===== src/rtl/dma_sched_pkg.sv =====
// Shared state encoding and DMA register map for the DMA request scheduler.
package dma_sched_pkg;

    typedef enum logic [2:0] {
        IDLE = 3'd0,
        ARB  = 3'd1,
        W_RD = 3'd2,
        W_WR = 3'd3,
        W_GO = 3'd4,
        WAIT = 3'd5,
        DONE = 3'd6
    } state_t;

    localparam logic [15:0] REG_RD  = 16'h0;
    localparam logic [15:0] REG_WR  = 16'h4;
    localparam logic [15:0] REG_CTL = 16'h8;

    localparam int START_BIT = 31;
    localparam int DEV_MSB   = 31;
    localparam int DEV_LSB   = 30;
    localparam int WD_W      = 17;

    function automatic int idx_width(input int n);
        return (n > 1) ? $clog2(n) : 1;
    endfunction

endpackage


===== src/rtl/dma_rr_arbiter.sv =====
// Round-robin pick: first asserted request at or after ptr_i, wrapping; combinational.
// No state and no backpressure; vld_o low when nothing is requesting.
module dma_rr_arbiter #(
    parameter int NREQ = 4,
    parameter int IW   = 2
) (
    input  logic [NREQ-1:0] req_i,
    input  logic [IW-1:0]   ptr_i,
    output logic [NREQ-1:0] gnt_o,
    output logic [IW-1:0]   idx_o,
    output logic            vld_o
);

    logic [IW-1:0] cand;

    always_comb begin
        gnt_o = '0;
        idx_o = '0;
        vld_o = 1'b0;
        cand  = '0;
        for (int i = 0; i < NREQ; i++) begin
            cand = IW'((int'(ptr_i) + i) % NREQ);
            if (!vld_o && req_i[cand]) begin
                vld_o       = 1'b1;
                idx_o       = cand;
                gnt_o[cand] = 1'b1;
            end
        end
    end

endmodule


===== src/rtl/dma_scheduler.sv =====
// Arbitrates requesters onto one DMA engine: grant 2 cycles after req, three Wishbone writes held until ack,
// done pulse the cycle after dma_irq_i. Optional WAIT watchdog under DMA_SCHED_TIMEOUT_EN.
module dma_scheduler #(
    parameter int NREQ        = 4,
    parameter int DMA_AWIDTH  = 12,
    parameter int TIMEOUT_CYC = 65535
) (
    input  logic                           clk_i,
    input  logic                           rst_i,
    input  logic [NREQ-1:0]                req_i,
    input  logic [2*NREQ-1:0]              rd_dev_i,
    input  logic [NREQ*DMA_AWIDTH-1:0]     rd_adr_i,
    input  logic [2*NREQ-1:0]              wr_dev_i,
    input  logic [NREQ*DMA_AWIDTH-1:0]     wr_adr_i,
    input  logic [NREQ*(DMA_AWIDTH+1)-1:0] count_i,
    output logic [NREQ-1:0]                grant_o,
    output logic [NREQ-1:0]                done_o,
    output logic                           busy_o,
    output logic                           err_o,
    output logic                           wbm_cyc_o,
    output logic                           wbm_stb_o,
    output logic                           wbm_we_o,
    output logic [3:0]                     wbm_sel_o,
    output logic [15:0]                    wbm_adr_o,
    output logic [31:0]                    wbm_dat_o,
    input  logic                           wbm_ack_i,
    input  logic                           dma_irq_i
);
    import dma_sched_pkg::*;

    localparam int IW = idx_width(NREQ);

    state_t                  state_q, state_d;
    logic [IW-1:0]           ptr_q, ptr_d, idx_q, idx_d;
    logic [NREQ-1:0]         grant_q, grant_d;
    logic [1:0]              rd_dev_q, rd_dev_d, wr_dev_q, wr_dev_d;
    logic [DMA_AWIDTH-1:0]   rd_adr_q, rd_adr_d, wr_adr_q, wr_adr_d;
    logic [DMA_AWIDTH:0]     count_q, count_d;
    logic [NREQ-1:0]         arb_gnt;
    logic [IW-1:0]           arb_idx;
    logic                    arb_vld;
`ifdef DMA_SCHED_TIMEOUT_EN
    localparam logic [WD_W-1:0] WD_LAST = WD_W'(TIMEOUT_CYC - 1);
    logic [WD_W-1:0]         wd_q, wd_d;
    logic                    err_q, err_d;
`endif

    dma_rr_arbiter #(.NREQ(NREQ), .IW(IW)) u_arb (
        .req_i (req_i),
        .ptr_i (ptr_q),
        .gnt_o (arb_gnt),
        .idx_o (arb_idx),
        .vld_o (arb_vld)
    );

    always_ff @(posedge clk_i) begin
        if (rst_i) state_q <= IDLE;
        else       state_q <= state_d;
    end

    always_comb begin
        state_d = state_q;
        case (state_q)
            IDLE: if (|req_i) state_d = ARB;
            ARB:  state_d = arb_vld ? W_RD : IDLE;
            W_RD: if (wbm_ack_i) state_d = W_WR;
            W_WR: if (wbm_ack_i) state_d = W_GO;
            W_GO: if (wbm_ack_i) state_d = WAIT;
            WAIT: begin
                if (dma_irq_i) state_d = DONE;
`ifdef DMA_SCHED_TIMEOUT_EN
                else if (wd_q == WD_LAST) state_d = DONE;
`endif
            end
            DONE:    state_d = IDLE;
            default: state_d = IDLE;
        endcase
    end

    always_comb begin
        wbm_cyc_o = 1'b0;
        wbm_stb_o = 1'b0;
        wbm_we_o  = 1'b0;
        wbm_sel_o = 4'h0;
        wbm_adr_o = 16'h0;
        wbm_dat_o = 32'h0;
        done_o    = '0;
        busy_o    = (state_q != IDLE);
        grant_o   = grant_q;
`ifdef DMA_SCHED_TIMEOUT_EN
        err_o     = err_q;
`else
        err_o     = 1'b0;
`endif
        if (state_q == W_RD || state_q == W_WR || state_q == W_GO) begin
            wbm_cyc_o = 1'b1;
            wbm_stb_o = 1'b1;
            wbm_we_o  = 1'b1;
            wbm_sel_o = 4'hF;
        end
        case (state_q)
            W_RD: begin
                wbm_adr_o                    = REG_RD;
                wbm_dat_o[DEV_MSB:DEV_LSB]   = rd_dev_q;
                wbm_dat_o[DMA_AWIDTH-1:0]    = rd_adr_q;
            end
            W_WR: begin
                wbm_adr_o                    = REG_WR;
                wbm_dat_o[DEV_MSB:DEV_LSB]   = wr_dev_q;
                wbm_dat_o[DMA_AWIDTH-1:0]    = wr_adr_q;
            end
            W_GO: begin
                wbm_adr_o                    = REG_CTL;
                wbm_dat_o[START_BIT]         = 1'b1;
                wbm_dat_o[DMA_AWIDTH:0]      = count_q;
            end
            DONE:    done_o[idx_q] = 1'b1;
            default: ;
        endcase
    end

    // Descriptor is captured once in ARB; later changes on the inputs cannot disturb a transfer.
    always_comb begin
        ptr_d    = ptr_q;
        idx_d    = idx_q;
        grant_d  = grant_q;
        rd_dev_d = rd_dev_q;
        rd_adr_d = rd_adr_q;
        wr_dev_d = wr_dev_q;
        wr_adr_d = wr_adr_q;
        count_d  = count_q;
        if (state_q == ARB && arb_vld) begin
            idx_d   = arb_idx;
            grant_d = arb_gnt;
            ptr_d   = (arb_idx == IW'(NREQ - 1)) ? '0 : arb_idx + 1'b1;
            for (int k = 0; k < NREQ; k++) begin
                if (arb_gnt[k]) begin
                    rd_dev_d = rd_dev_i[2*k +: 2];
                    wr_dev_d = wr_dev_i[2*k +: 2];
                    rd_adr_d = rd_adr_i[k*DMA_AWIDTH +: DMA_AWIDTH];
                    wr_adr_d = wr_adr_i[k*DMA_AWIDTH +: DMA_AWIDTH];
                    count_d  = count_i[k*(DMA_AWIDTH+1) +: DMA_AWIDTH+1];
                end
            end
        end
        if (state_q == DONE) grant_d = '0;
`ifdef DMA_SCHED_TIMEOUT_EN
        wd_d  = wd_q;
        err_d = 1'b0;
        if (state_q == W_GO && wbm_ack_i) wd_d = '0;
        else if (state_q == WAIT)         wd_d = wd_q + 1'b1;
        if (state_q == WAIT && !dma_irq_i && wd_q == WD_LAST) err_d = 1'b1;
`endif
    end

    always_ff @(posedge clk_i) begin
        if (rst_i) begin
            ptr_q    <= '0;
            idx_q    <= '0;
            grant_q  <= '0;
            rd_dev_q <= '0;
            rd_adr_q <= '0;
            wr_dev_q <= '0;
            wr_adr_q <= '0;
            count_q  <= '0;
`ifdef DMA_SCHED_TIMEOUT_EN
            wd_q     <= '0;
            err_q    <= 1'b0;
`endif
        end else begin
            ptr_q    <= ptr_d;
            idx_q    <= idx_d;
            grant_q  <= grant_d;
            rd_dev_q <= rd_dev_d;
            rd_adr_q <= rd_adr_d;
            wr_dev_q <= wr_dev_d;
            wr_adr_q <= wr_adr_d;
            count_q  <= count_d;
`ifdef DMA_SCHED_TIMEOUT_EN
            wd_q     <= wd_d;
            err_q    <= err_d;
`endif
        end
    end

endmodule


===== config.mk =====
export PLATFORM = sky130hd
export DESIGN_NAME = dma_scheduler
export DESIGN_NICKNAME = d
export VERILOG_FILES = /design/src/rtl/dma_sched_pkg.sv /design/src/rtl/dma_rr_arbiter.sv /design/src/rtl/dma_scheduler.sv
export SDC_FILE = /design/constraint.sdc
export NUM_CORES = 1
export LEC_CHECK = 0
export BUFFER_PORTS_ARGS = -buffer_cell sky130_fd_sc_hd__clkbuf_2
export CAP_MARGIN = 40
export CORE_MARGIN = 8
export CORE_UTILIZATION = 36
export CTS_CLUSTER_DIAMETER = 200
export DETAILED_ROUTE_END_ITERATION = 10
export GPL_TIMING_DRIVEN = 0
export PLACE_DENSITY = 0.7
export SYNTH_ARGS = -nofsm -noshare
export SYNTH_HDL_FRONTEND = slang
export SYNTH_SLANG_ARGS = --single-unit

===== constraint.sdc =====
create_clock -name clk_i -period 3.2 [get_ports clk_i]
set_clock_uncertainty 0.15 [all_clocks]
set_input_delay 0.32 -clock clk_i [delete_from_list [all_inputs] [get_ports clk_i]]
set_output_delay 0.32 -clock clk_i [all_outputs]
set_load 0.02 [all_outputs]

Word level (Yosys, flattened, before mapping)
Cells that the tools add are included.
{"block": "totals", "out_inout_bits": 65, "wordCells": 125, "reg_bits": 52}
{"block": "op_classes", "bitwise": 3, "reduce_logical": 21, "muxes": 66, "n_lt_le_gt_ge": 10, "eq_ne": 12, "add_sub_neg": 4}
{"cell": "$mux 12", "n": 8}
{"cell": "$mux 13", "n": 4}
{"cell": "$pmux 12 s3", "n": 1}
{"cell": "$mux 2", "n": 14}
{"cell": "$mux 4", "n": 6}
{"cell": "$pmux 3 s6", "n": 1}
{"cell": "$lt 2x3->1 const B", "n": 5}
{"cell": "$mux 1", "n": 15}
{"cell": "$mux 3", "n": 5}
{"cell": "$or 4x4->4", "n": 3}
{"cell": "$demux 1 s2", "n": 5}
{"cell": "$ge 2x1->1 const B", "n": 5}
{"cell": "$ne 2x2->1 const B", "n": 5}
{"cell": "$eq 3x3->1 const B", "n": 3}
{"cell": "$logic_and 1x1->1", "n": 9}
{"cell": "$bmux 1 s2", "n": 4}
{"cell": "$pmux 4 s2", "n": 1}
{"cell": "$eq 3x2->1 const B", "n": 2}
{"cell": "$reduce_and 5->1", "n": 1}
{"cell": "$add 2x1->2 const B", "n": 2}
{"cell": "$add 2x2->2 const B", "n": 2}
{"cell": "$reduce_bool 4->1", "n": 1}
{"cell": "$reduce_or 4->1", "n": 1}
{"cell": "$eq 3x1->1 const B", "n": 1}
{"cell": "9 further kinds", "n": 12}

Longest topological paths before layout
Gate-level depths: netlist of run 1.
{"block": "depth", "ltp_word": 16, "depth_mapped": 14}

By module
A second synthesis of run 1 with hierarchy kept.
{"block": "hier_totals", "cells_unflattened": 522, "area_unflattened_um2": 4580.6}
{"module": "dma_scheduler", "n_inst": 1, "area_per_inst_um2": 4161.5, "seq_area_each_um2": 1041.0, "cells_each": 477}
{"module": "dma_rr_arbiter", "n_inst": 1, "area_per_inst_um2": 419.2, "seq_area_each_um2": 0.0, "cells_each": 45}

Worst setup path after synthesis of run 1
No wires, ideal clock.
{"block": "synth_path", "kind": "register -> register", "startpoint": "reg (tool-made name)", "endpoint": "reg wr_adr_q[6]", "setup_slack_ps": -283, "path_stages_with_launch": 14, "t_required_ps": 2935, "arrival_ps": 3219, "n_path_buf": 4, "path_cell_list": "dfxtp_1 > buf_2 > inv_1 > ha_1 > buf_6 > mux4_2 > or3b_1 > a22o_1 > and2_4 > buf_6 > buf_2 > a211oi_1 > a2bb2oi_1 > o2bb2ai_2"}
{"element": "end signal: assignment", "line": "dma_scheduler.sv:177", "text": "wr_adr_q <= wr_adr_d;"}
{"element": "end: declaration", "line": "dma_scheduler.sv:37", "text": "logic [DMA_AWIDTH-1:0] rd_adr_q, rd_adr_d, wr_adr_q, wr_adr_d;"}

==> flow_metrics.py, run 1 <==
metrics = {
    "setup_path": {
        "r2r-end": "rd_adr_q[8]$_SDFFE_PP0P_",
        "crit_buf_inv": 3,
        "r2r_slack_ns": -0.05,
        "crit_type": "flip-flop to flip-flop",
        "path_cells": "inv_6 -> ha_4 -> mux4_2 -> or3b_1 -> a22o_4 -> and2_4 -> buf_6 -> buf_12 -> a211oi_4 -> a2bb2oi_2 -> o2bb2ai_1",
        "start_kind": "flip-flop",
        "critPathTopFamily": "compound AO/OA/AOI/OAI gates",
        "crit_path_end_kind": "flip-flop",
        "cpPeakStageDelay_ns": 0.58,
        "crit_slowest_cell": "mux4_2",
        "crit_arrival_ns": 3.28,
        "reg2reg_depth": 11,
        "worstPathRequired_ns": 3.23,
        "path_depth": 11,
        "crit_path_max_fanout": 6,
    },
    "pwr": {
        "p_per_area_nw_per_um2": 766,
        "p_leak_nw": 2.91,
        "swShare": 0.446,
        "comb_power_share": 0.707,
        "switchingPower_w": 0.00228,
        "intPower_w": 0.00283,
        "clock_power_share": 0.113,
        "seqPwrFrac": 0.180,
        "ir_drop_uv": 382,
    },
    "global_routing": {
        "grt_max_degree": 16,
        "grt_pass1_vias": 4974,
        "grt_usage": 0.214,
        "antenna_found_initial": 0,
        "grt_first_pass_wirelength_microns": 25900,
        "grt_overflow_total": 0,
    },
    "sta": {
        "setup_viol": 14,
        "hold_slack_ns": 0.145,
        "finalMaxSlewViolations": 0,
        "setup-tns-final_ns": -0.208,
        "rsz0062_at_grt": "true",
        "fin_crit_ns": 3.25,
        "slew_headroom": 0.467,
        "max_freq_ghz": 0.308,
        "tightest_slew_ns": 0.799,
        "final.setup.worst_slack_ns": -0.0483,
        "post-route-period-util": 1.02,
        "finalHoldViolCount": 0,
    },
    "place": {
        "postPlaceCellArea_sq_um": 5700,
        "io_buffers": 199,
        "routabilityCongestion": 0.891,
        "place_inst": 881,
        "hpwl_microns": 13400,
    },
    "logic_synthesis": {
        "syn_inst": 508,
        "ys_seq_area_frac": 0.248,
        "ys_warn_count": 0,
        "async_reset_ff_frac": 0,
        "yosysMostFrequentCell": "o21ai_0",
        "yosys_register_bits": 52,
        "synth_commonest_cells": "o21ai_0, dfxtp_1, a211oi_1",
        "ys_types": 47,
        "syn_area_per_cell_sq_um": 8.27,
        "synth_top_flop_cell": "dfxtp_1",
        "syn_area_sq_um": 4200,
        "yosys.area.top_type": "dfxtp_1",
        "yosysTopAreaCellShare": 0.248,
        "synth_area_leaders": "dfxtp_1, a2bb2oi_1, a211oi_1",
        "synth_edf_count": 0,
    },
    "final_layout": {
        "syn2layout_area_growth_pct": 58.8,
        "utilization": 0.584,
        "antenna_cells": 0,
        "regArea_sq_um": 1050,
        "fin_nets": 938,
        "instances_no_fill": 904,
        "multi_input_area_sq_um": 3370,
        "design_area_sq_um": 6670,
        "fillers": 1060,
        "drive_above_1_share": 0.534,
    },
    "clock_network": {
        "cts.reportedPaths.clkPinSlew_ns": 0.07,
        "clock_path_buffers": 2,
        "cts_max_level": 2,
        "cts_sinks": 52,
        "cts_buffers": 5,
        "cts_root_buf": "clkbuf_16",
        "cts_tree": "done",
        "cts_hold_buf": 0,
        "clk_latency_ns": 0.29,
    },
    "routing": {
        "post_drt_wl_per_cell_microns": 20.0,
        "drtIter0Drc": 292,
        "avgViaCountPerCell": 5.53,
        "vias": 4996,
        "firstDrtPassIters": 5,
        "drt_wl_total_microns": 18100,
        "route.detailed.drc": 0,
        "antenna_left": 0,
    },
    "run_status": {
        "violations": "setup timing",
        "status": "finished with violations",
    },
    "die": {
        "rows": 39,
        "dieArea_sq_um": 15400,
        "die_h_microns": 124,
        "die_w_microns": 124,
        "pin_count": 237,
        "core-area_sq_um": 11400,
        "start_util": 0.368,
    },
    "worst_hold_path": {
        "worstHoldStart": "rd_dev_i[7]",
        "holdPathEnd": "rd_dev_q[1]$_SDFFE_PP0P_",
        "whs_path_depth": 3,
        "hp-class": "input pin to flip-flop",
    },
    "job": {
        "drv_cap": 0,
    },
}
## metal layers
metal	wire, microns	vias up	share of wire	global-route usage
li1	-	2356	-	-
met1	7370	2401	0.41	0.256
met2	9010	211	0.50	0.377
met3	1380	28	0.076	0.0462
met4	350	0	0.019	0.0558
met5	0	-	0	0
## worst reg2reg max path: stages, from the launching register on
cell	delay, ns
dfxtp_4	0.38
inv_6	0.05
ha_4	0.29
mux4_2	0.58
or3b_1	0.40
a22o_4	0.29
and2_4	0.19
buf_6	0.14
buf_12	0.14
a211oi_4	0.28
a2bb2oi_2	0.19
o2bb2ai_1	0.08
## state kept, by name, indices dropped and copies added (netlist names), named ones only
signal	cells
wr_dev_q	2
rd_adr_q	12
wr_adr_q	12
state_q	3
count_q	13
ptr_q	1
grant_o	4
rd_dev_q	2
idx_q	2
## layout by cell type, fill, tap and decap left out, types with 4 or more instances in the layout
cell type  instances
a211oi_1          10
buf_12             4
o2bb2ai_1         24
a2bb2oi_2         33
clkbuf_16          9
a2bb2oi_1          8
nor2b_1            4
nor2_1            20
a21oi_1           11
ha_1               5
o2bb2ai_2         17
a211oi_2          22
nor3_1             5
clkbuf_4           4
buf_2              5
mux2i_1           15
buf_6             11
clkbuf_1          12
a211oi_4          15
inv_1              6
buf_4             51
o21ai_0           56
dfxtp_1           50
clkbuf_2         211
conb_1            32
a21boi_0          39
nor3b_1            5
nand2_1           19
## power groups by stage
| stage | Combinational (W) | Clock, W | Sequential, W |
|---|---|---|---|
| 2_1_floorplan | 0.00196 | 0 | 0.000905 |
| 3_3_place_gp | 0.00259 | 0 | 0.000926 |
| 3_5_place_dp | 0.00265 | 0 | 0.000928 |
| 4_1_cts | 0.00312 | 0.000586 | 0.000914 |
| 5_1_grt | 0.00382 | 0.000618 | 0.000938 |
| 6_report | 0.00361 | 0.000576 | 0.000921 |
## worst max-delay path by stage
stage,slack (ns),from,endpoint
floorplan,0.0001,flip-flop,wr_adr_q[6]$_SDFFE_PP0P_
global placement,-0.60,flip-flop,count_q[10]$_SDFFE_PP0P_
detailed placement,-0.71,flip-flop,rd_adr_q[11]$_SDFFE_PP0P_
CTS,-0.004,flip-flop,rd_adr_q[7]$_SDFFE_PP0P_
global route,-0.09,flip-flop,count_q[8]$_SDFFE_PP0P_
finish,-0.05,flip-flop,rd_adr_q[8]$_SDFFE_PP0P_
## cell type report
type                       count  share of cell area
buffer                        85              0.0944
multi-input combinational    389               0.506
timing repair buffer         219               0.187
sequential                    52               0.157
clock inverter                 1            0.000750
tap                          143              0.0268
inverter                       8             0.00525
clock buffer                   7              0.0231
## logic make-up (layout without fill, tap and decap cells)
family / count (synthesis) / count (layout) / share of synthesized area
compound gates: 257 / 257 / 0.449
xor+xnor: 2 / 2 / 0.00417
fa+ha+maj: 7 / 7 / 0.0203
buf+inv: 98 / 320 / 0.137
flops: 52 / 52 / 0.248
mux: 18 / 18 / 0.0518
other cells: 1 / 32 / 0.000893
simple gates: 73 / 73 / 0.0882
## timing repair
item / 4_1_cts / 5_1_grt
setup endpoints to repair: 44 / 40
setup buffers: 11 / 4
pin swaps: 11 / 17
gates cloned: 1 / 4
gates resized for setup: 73 / 83
## through the flow
stage / setup slack [ns] / total power [W]
6_report: -0.0483 / 0.00511
5_1_grt: -0.0878 / 0.00538
4_1_cts: -0.00381 / 0.00462
3_5_place_dp: -0.706 / 0.00358
3_3_place_gp: -0.601 / 0.00351
2_1_floorplan: 0.000145 / 0.00286
Note: power is estimated with default switching activity, not from simulation.
==> run 2, diff against run 1 <==
Settings changed: CORE_ASPECT_RATIO set to 1.25, CORE_MARGIN 8 to unset.
==> run 2 against run 1 <==
  * The run now ends clean
  * First-iteration DRC count decreased by 23%
  * Worst hold slack improved by 0.0078 ns
  * Register-to-register slack improved by 0.10 ns
  * Via count decreased by 3.6%
  * Critical path depth decreased by 1
  * Highest routed layer unchanged
==> flow_metrics.py, run 2 (same netlist as run 1, synthesis figures left out) <==
metrics = {
    "sta": {
        "fin_crit_ns": 3.14,
        "post-route-period-util": 0.983,
        "setup-tns-final_ns": 0,
        "tightest_slew_ns": 0.616,
        "slew_headroom": 0.589,
        "setup_viol": 0,
        "rsz0062_at_grt": "true",
        "max_freq_ghz": 0.318,
        "finalHoldViolCount": 0,
        "finalMaxSlewViolations": 0,
    },
    "global_routing": {
        "grt_usage": 0.246,
        "grt_pass1_vias": 4615,
        "grt_first_pass_wirelength_microns": 23300,
        "grt_max_degree": 17,
        "grt_overflow_total": 0,
        "antenna_found_initial": 0,
    },
    "setup_path": {
        "reg2reg_depth": 10,
        "critPathTopFamily": "compound AO/OA/AOI/OAI gates",
        "crit_path_max_fanout": 10,
        "worstPathRequired_ns": 3.23,
        "crit_path_end_kind": "flip-flop",
        "crit_type": "flip-flop to flip-flop",
        "path_cells": "inv_6 -> ha_4 -> mux4_2 -> or3b_1 -> a22o_4 -> and2_4 -> buf_6 -> a211oi_4 -> a2bb2oi_2 -> o2bb2ai_4",
        "crit_slowest_cell": "mux4_2",
        "crit_buf_inv": 2,
        "path_depth": 10,
        "start_kind": "flip-flop",
        "cpPeakStageDelay_ns": 0.56,
        "crit_arrival_ns": 3.17,
    },
    "clock_network": {
        "clk_latency_ns": 0.29,
        "cts_sinks": 52,
        "cts_max_level": 2,
        "cts_tree": "done",
        "cts.reportedPaths.clkPinSlew_ns": 0.07,
        "cts_buffers": 5,
        "cts_root_buf": "clkbuf_16",
        "cts_hold_buf": 0,
        "clock_path_buffers": 2,
    },
    "pwr": {
        "p_leak_nw": 2.91,
        "swShare": 0.457,
        "ir_drop_uv": 398,
        "clock_power_share": 0.113,
        "seqPwrFrac": 0.193,
        "comb_power_share": 0.694,
        "intPower_w": 0.00266,
        "p_per_area_nw_per_um2": 735,
        "switchingPower_w": 0.00223,
        "finalPower_w": 0.00489,
    },
    "die": {
        "rows": 43,
        "dieArea_sq_um": 12100,
        "die_w_microns": 98.6,
        "die_h_microns": 123,
        "pin_count": 237,
        "core-area_sq_um": 11200,
        "start_util": 0.373,
    },
    "final_layout": {
        "layout_common_cells": "clkbuf_2, o21ai_0, buf_4",
        "largestRegisters": "count_q (13), rd_adr_q (12), wr_adr_q (12)",
        "multi_input_area_sq_um": 3510,
        "drive_above_1_share": 0.547,
        "antenna_cells": 0,
        "top_register": "count_q",
        "regArea_sq_um": 1050,
        "largest_reg_flops": 13,
        "final_common_cell": "clkbuf_2",
        "syn2layout_area_growth_pct": 58.6,
        "fillers": 1039,
        "utilization": 0.592,
        "fin_nets": 934,
    },
    "routing": {
        "firstDrtPassIters": 5,
        "drt_wl_total_microns": 15800,
        "route.detailed.drc": 0,
        "drtIter0Drc": 225,
        "antenna_left": 0,
        "post_drt_wl_per_cell_microns": 17.7,
        "avgViaCountPerCell": 5.40,
        "vias": 4818,
    },
    "place": {
        "routabilityCongestion": 0.839,
        "hpwl_microns": 11900,
        "io_buffers": 199,
    },
    "job": {
        "drv_cap": 0,
    },
    "worst_hold_path": {
        "hp-class": "input pin to flip-flop",
        "whs_path_depth": 3,
    },
    "run_status": {
        "status": "completed",
    },
}
[run 2: per-layer routing]
metal	GRT usage	share of wire
met5	0	0
met4	0.0765	0.018
met3	0.0342	0.067
met2	0.449	0.51
met1	0.299	0.40
[run 2: final cells by class]
cell class	instances	share of cell area
multi-input combinational	390	0.527
sequential	52	0.157
buffer	87	0.0923
tap	135	0.0254
inverter	8	0.00526
clock inverter	1	0.00132
timing repair buffer	212	0.170
clock buffer	7	0.0214
[run 2: final timing paths]
kind / start / end / slack (ns)
worst max-delay path: flip-flop / wr_adr_q[5]$_SDFFE_PP0P_ / 0.06
worst min-delay path: count_i[41] / count_q[2]$_SDFFE_PP0P_ / 0.15
worst max register to register: flip-flop / wr_adr_q[5]$_SDFFE_PP0P_ / 0.06
worst min register to register: rd_dev_q[1]$_SDFFE_PP0P_ / rd_dev_q[1]$_SDFFE_PP0P_ / 0.32
[run 2: power groups by stage]
stage	Sequential [W]	Combinational (W)	Clock [W]
2_1_floorplan	0.000905	0.00196	0
3_3_place_gp	0.000923	0.00259	0
3_5_place_dp	0.000926	0.00264	0
4_1_cts	0.000912	0.00285	0.000569
5_1_grt	0.000959	0.00362	0.000589
6_report	0.000942	0.00339	0.000555
[run 2: repair_timing]
action | 4_1_cts | 5_1_grt
setup buffers | 6 | 5
gates resized for setup | 39 | 132
pin swaps | 5 | 26
endpoints found under the setup margin | 43 | 42
cloned | 1 | 2
[run 2: tightest hold or removal path, stage by stage]
cell       delay, ns
clkbuf_2        0.09
a2bb2oi_2       0.06
o2bb2ai_2       0.09
[run 2: metrics by stage]
step	instances	worst slack, ns	cell area (sq um)	hold WS (ns)
2_1_floorplan	539	0.000145	4530	0.275
3_3_place_gp	873	-0.419	5690	0.296
3_5_place_dp	873	-0.463	5690	0.298
4_1_cts	886	0.00467	6050	0.141
5_1_grt	892	-0.0485	6660	0.147
6_report	892	0.0553	6660	0.152
==> run 3, diff against run 2 <==
Settings changed: BUFFER_PORTS_ARGS -buffer_cell sky130_fd_sc_hd__clkbuf_2 to unset, DONT_BUFFER_PORTS set to 1, PLACE_DENSITY 0.7 to 0.6, SETUP_SLACK_MARGIN set to 0.5.
==> run 3 against run 2 <==
  * Critical path type unchanged
  * Non-clock buffer count is 190 lower
  * Largest cell class unchanged
  * First-iteration DRC count is 27% lower
  * The flow now finishes with violations (setup timing)
  * Worst hold slack worse by 0.11 ns
  * Global-route usage is 1.6 points lower
  * Sequential share of layout area is 2.1 points higher
  * Die area stayed put
  * Clock power is 1% lower
  * Register-to-register slack worse by 0.16 ns
  * Wire length is 7.2% lower
  * Count of clock-buffer cells in the layout is 1 lower
==> flow_metrics.py, run 3 (same netlist as run 1, synthesis figures left out) <==
metrics = {
    "run_status": {
        "status": "finished with violations",
        "violations": "setup timing",
    },
    "setup_path": {
        "critPathTopFamily": "compound AO/OA/AOI/OAI gates",
        "crit_type": "flip-flop to flip-flop",
        "start_kind": "flip-flop",
        "crit_path_max_fanout": 10,
        "crit_path_end_kind": "flip-flop",
        "worstPathRequired_ns": 3.23,
        "crit_buf_inv": 5,
        "crit_arrival_ns": 3.34,
        "crit_slowest_cell": "mux4_2",
        "path_cells": "buf_8 -> inv_8 -> ha_4 -> buf_6 -> mux4_2 -> or3b_1 -> a22o_4 -> and2_4 -> buf_12 -> buf_8 -> a211oi_2 -> a2bb2oi_1 -> o2bb2ai_1",
        "crit_top_cell": "buf_8",
        "cpPeakStageDelay_ns": 0.57,
    },
    "final_layout": {
        "layout_common_cells": "buf_4, dfxtp_1, o21ai_0",
        "drive_above_1_share": 0.443,
        "top_register": "count_q",
        "syn2layout_area_growth_pct": 39.6,
        "fin_nets": 743,
        "largest_reg_flops": 13,
        "utilization": 0.521,
        "largestRegisters": "count_q (13), rd_adr_q (12), wr_adr_q (12)",
    },
    "clock_network": {
        "cts_tree": "done",
        "cts_sinks": 52,
        "cts_max_level": 2,
        "cts.reportedPaths.clkPinSlew_ns": 0.07,
        "clk_latency_ns": 0.29,
        "cts_root_buf": "clkbuf_16",
        "cts_hold_buf": 0,
        "cts_buffers": 5,
        "clock_path_buffers": 2,
    },
    "sta": {
        "fin_crit_ns": 3.30,
        "rsz0062_at_grt": "true",
        "setup-tns-final_ns": -2.87,
        "final.setup.worst_slack_ns": -0.101,
        "max_freq_ghz": 0.303,
        "setup_viol": 40,
        "slew_headroom": 0.481,
        "tightest_slew_ns": 0.770,
        "post-route-period-util": 1.03,
        "finalHoldViolCount": 0,
        "finalMaxSlewViolations": 0,
    },
    "global_routing": {
        "grt_overflow_total": 0,
        "grt_first_pass_wirelength_microns": 21600,
        "grt_pass1_vias": 4024,
        "grt_max_degree": 18,
        "antenna_found_initial": 0,
        "grt_usage": 0.229,
    },
    "pwr": {
        "p_per_area_nw_per_um2": 839,
        "p_leak_nw": 2.14,
        "ir_drop_uv": 571,
    },
    "place": {
        "io_buffers": 0,
        "routabilityCongestion": 0.862,
        "hpwl_microns": 11200,
    },
    "routing": {
        "drtIter0Drc": 164,
        "vias": 4163,
        "firstDrtPassIters": 5,
        "antenna_left": 0,
        "post_drt_wl_per_cell_microns": 20.9,
        "avgViaCountPerCell": 5.93,
        "drt_wl_total_microns": 14700,
        "route.detailed.drc": 0,
    },
    "die": {
        "pin_count": 237,
        "start_util": 0.373,
        "rows": 43,
        "dieArea_sq_um": 12100,
        "core-area_sq_um": 11200,
        "die_h_microns": 123,
        "die_w_microns": 98.6,
    },
    "worst_hold_path": {
        "hp-class": "input pin to flip-flop",
    },
    "job": {
        "drv_cap": 0,
    },
}
run 3: cell count changes in the layout (fill, tap and decap cells not counted), moves of 5 or more:
cell       delta
a211oi_4      +6
a21boi_0     +18
a211oi_1      -5
o2bb2ai_4     -7
a2bb2oi_2    +11
a21boi_1     -14
buf_8         +6
clkbuf_2    -199
buf_6         +9
o21ai_2       +7
a2bb2oi_1    -11
o21ai_0       -6
run 3: repair_timing:
action                     in CTS  in global routing
gates resized for setup        84                108
setup endpoints to repair      65                 62
pin swaps                      19                 11
gates cloned                    1                  0
buffers inserted               10                  8
run 3: power by group:
| part | internal (W) | switching, W | leakage [nW] |
|---|---|---|---|
| clock | 0.000297 | 0.000252 | 0.0719 |
| combinational | 0.00161 | 0.00183 | 1.64 |
| sequential | 0.000806 | 0.000134 | 0.426 |
run 3: path summary, 6_finish.rpt:
check | from | slack [ns] | endpoint | cells past startpoint
max | flip-flop | -0.10 | count_q[7]$_SDFFE_PP0P_ | 13
min | count_i[41] | 0.04 | count_q[2]$_SDFFE_PP0P_ | 2
max reg2reg | flip-flop | -0.10 | count_q[7]$_SDFFE_PP0P_ | 13
min reg2reg | count_q[3]$_SDFFE_PP0P_ | 0.32 | count_q[3]$_SDFFE_PP0P_ | 1
run 3: worst register-to-register path, delay by kind of cell (launching register included):
kind            cells  cell delay, ns
flops               1            0.35
fa+ha+maj           1            0.25
buf+inv             5            0.54
simple gates        2            0.55
compound gates      4            0.81
mux                 1            0.57
run 3: area by class of cell:
| type | count | area, sq um |
|---|---|---|
| well taps | 135 | 169 |
| inverters | 8 | 37.5 |
| plain buffers | 90 | 696 |
| repair buffers | 19 | 185 |
| clock inverters | 2 | 17.5 |
| fillers | 1031 | 5380 |
| diodes | 1 | 2.50 |
| flip-flops and latches | 52 | 1050 |
| clock buffers | 6 | 129 |
| multi-input cells | 389 | 3580 |
run 3: layer usage:
metal	global-route usage	wire length (microns)	vias to the layer above
li1	-	-	1970
met1	0.273	5780	1990
met2	0.423	7690	175
met3	0.0364	797	28
met4	0.0690	400	0
met5	0	0	-
run 3: per-stage QoR:
stage          instance area, sq um  cells  setup WS (ns)  total power (W)  hold slack [ns]
3_5_place_dp                   4760    674         -0.511          0.00344            0.297
4_1_cts                        5360    693         -0.104          0.00443           0.0552
5_1_grt                        5860    701         -0.169          0.00520           0.0451
2_1_floorplan                  4590    539        0.00984          0.00292            0.275
6_report                       5860    702         -0.101          0.00492           0.0396
3_3_place_gp                   4760    674         -0.447          0.00339            0.295
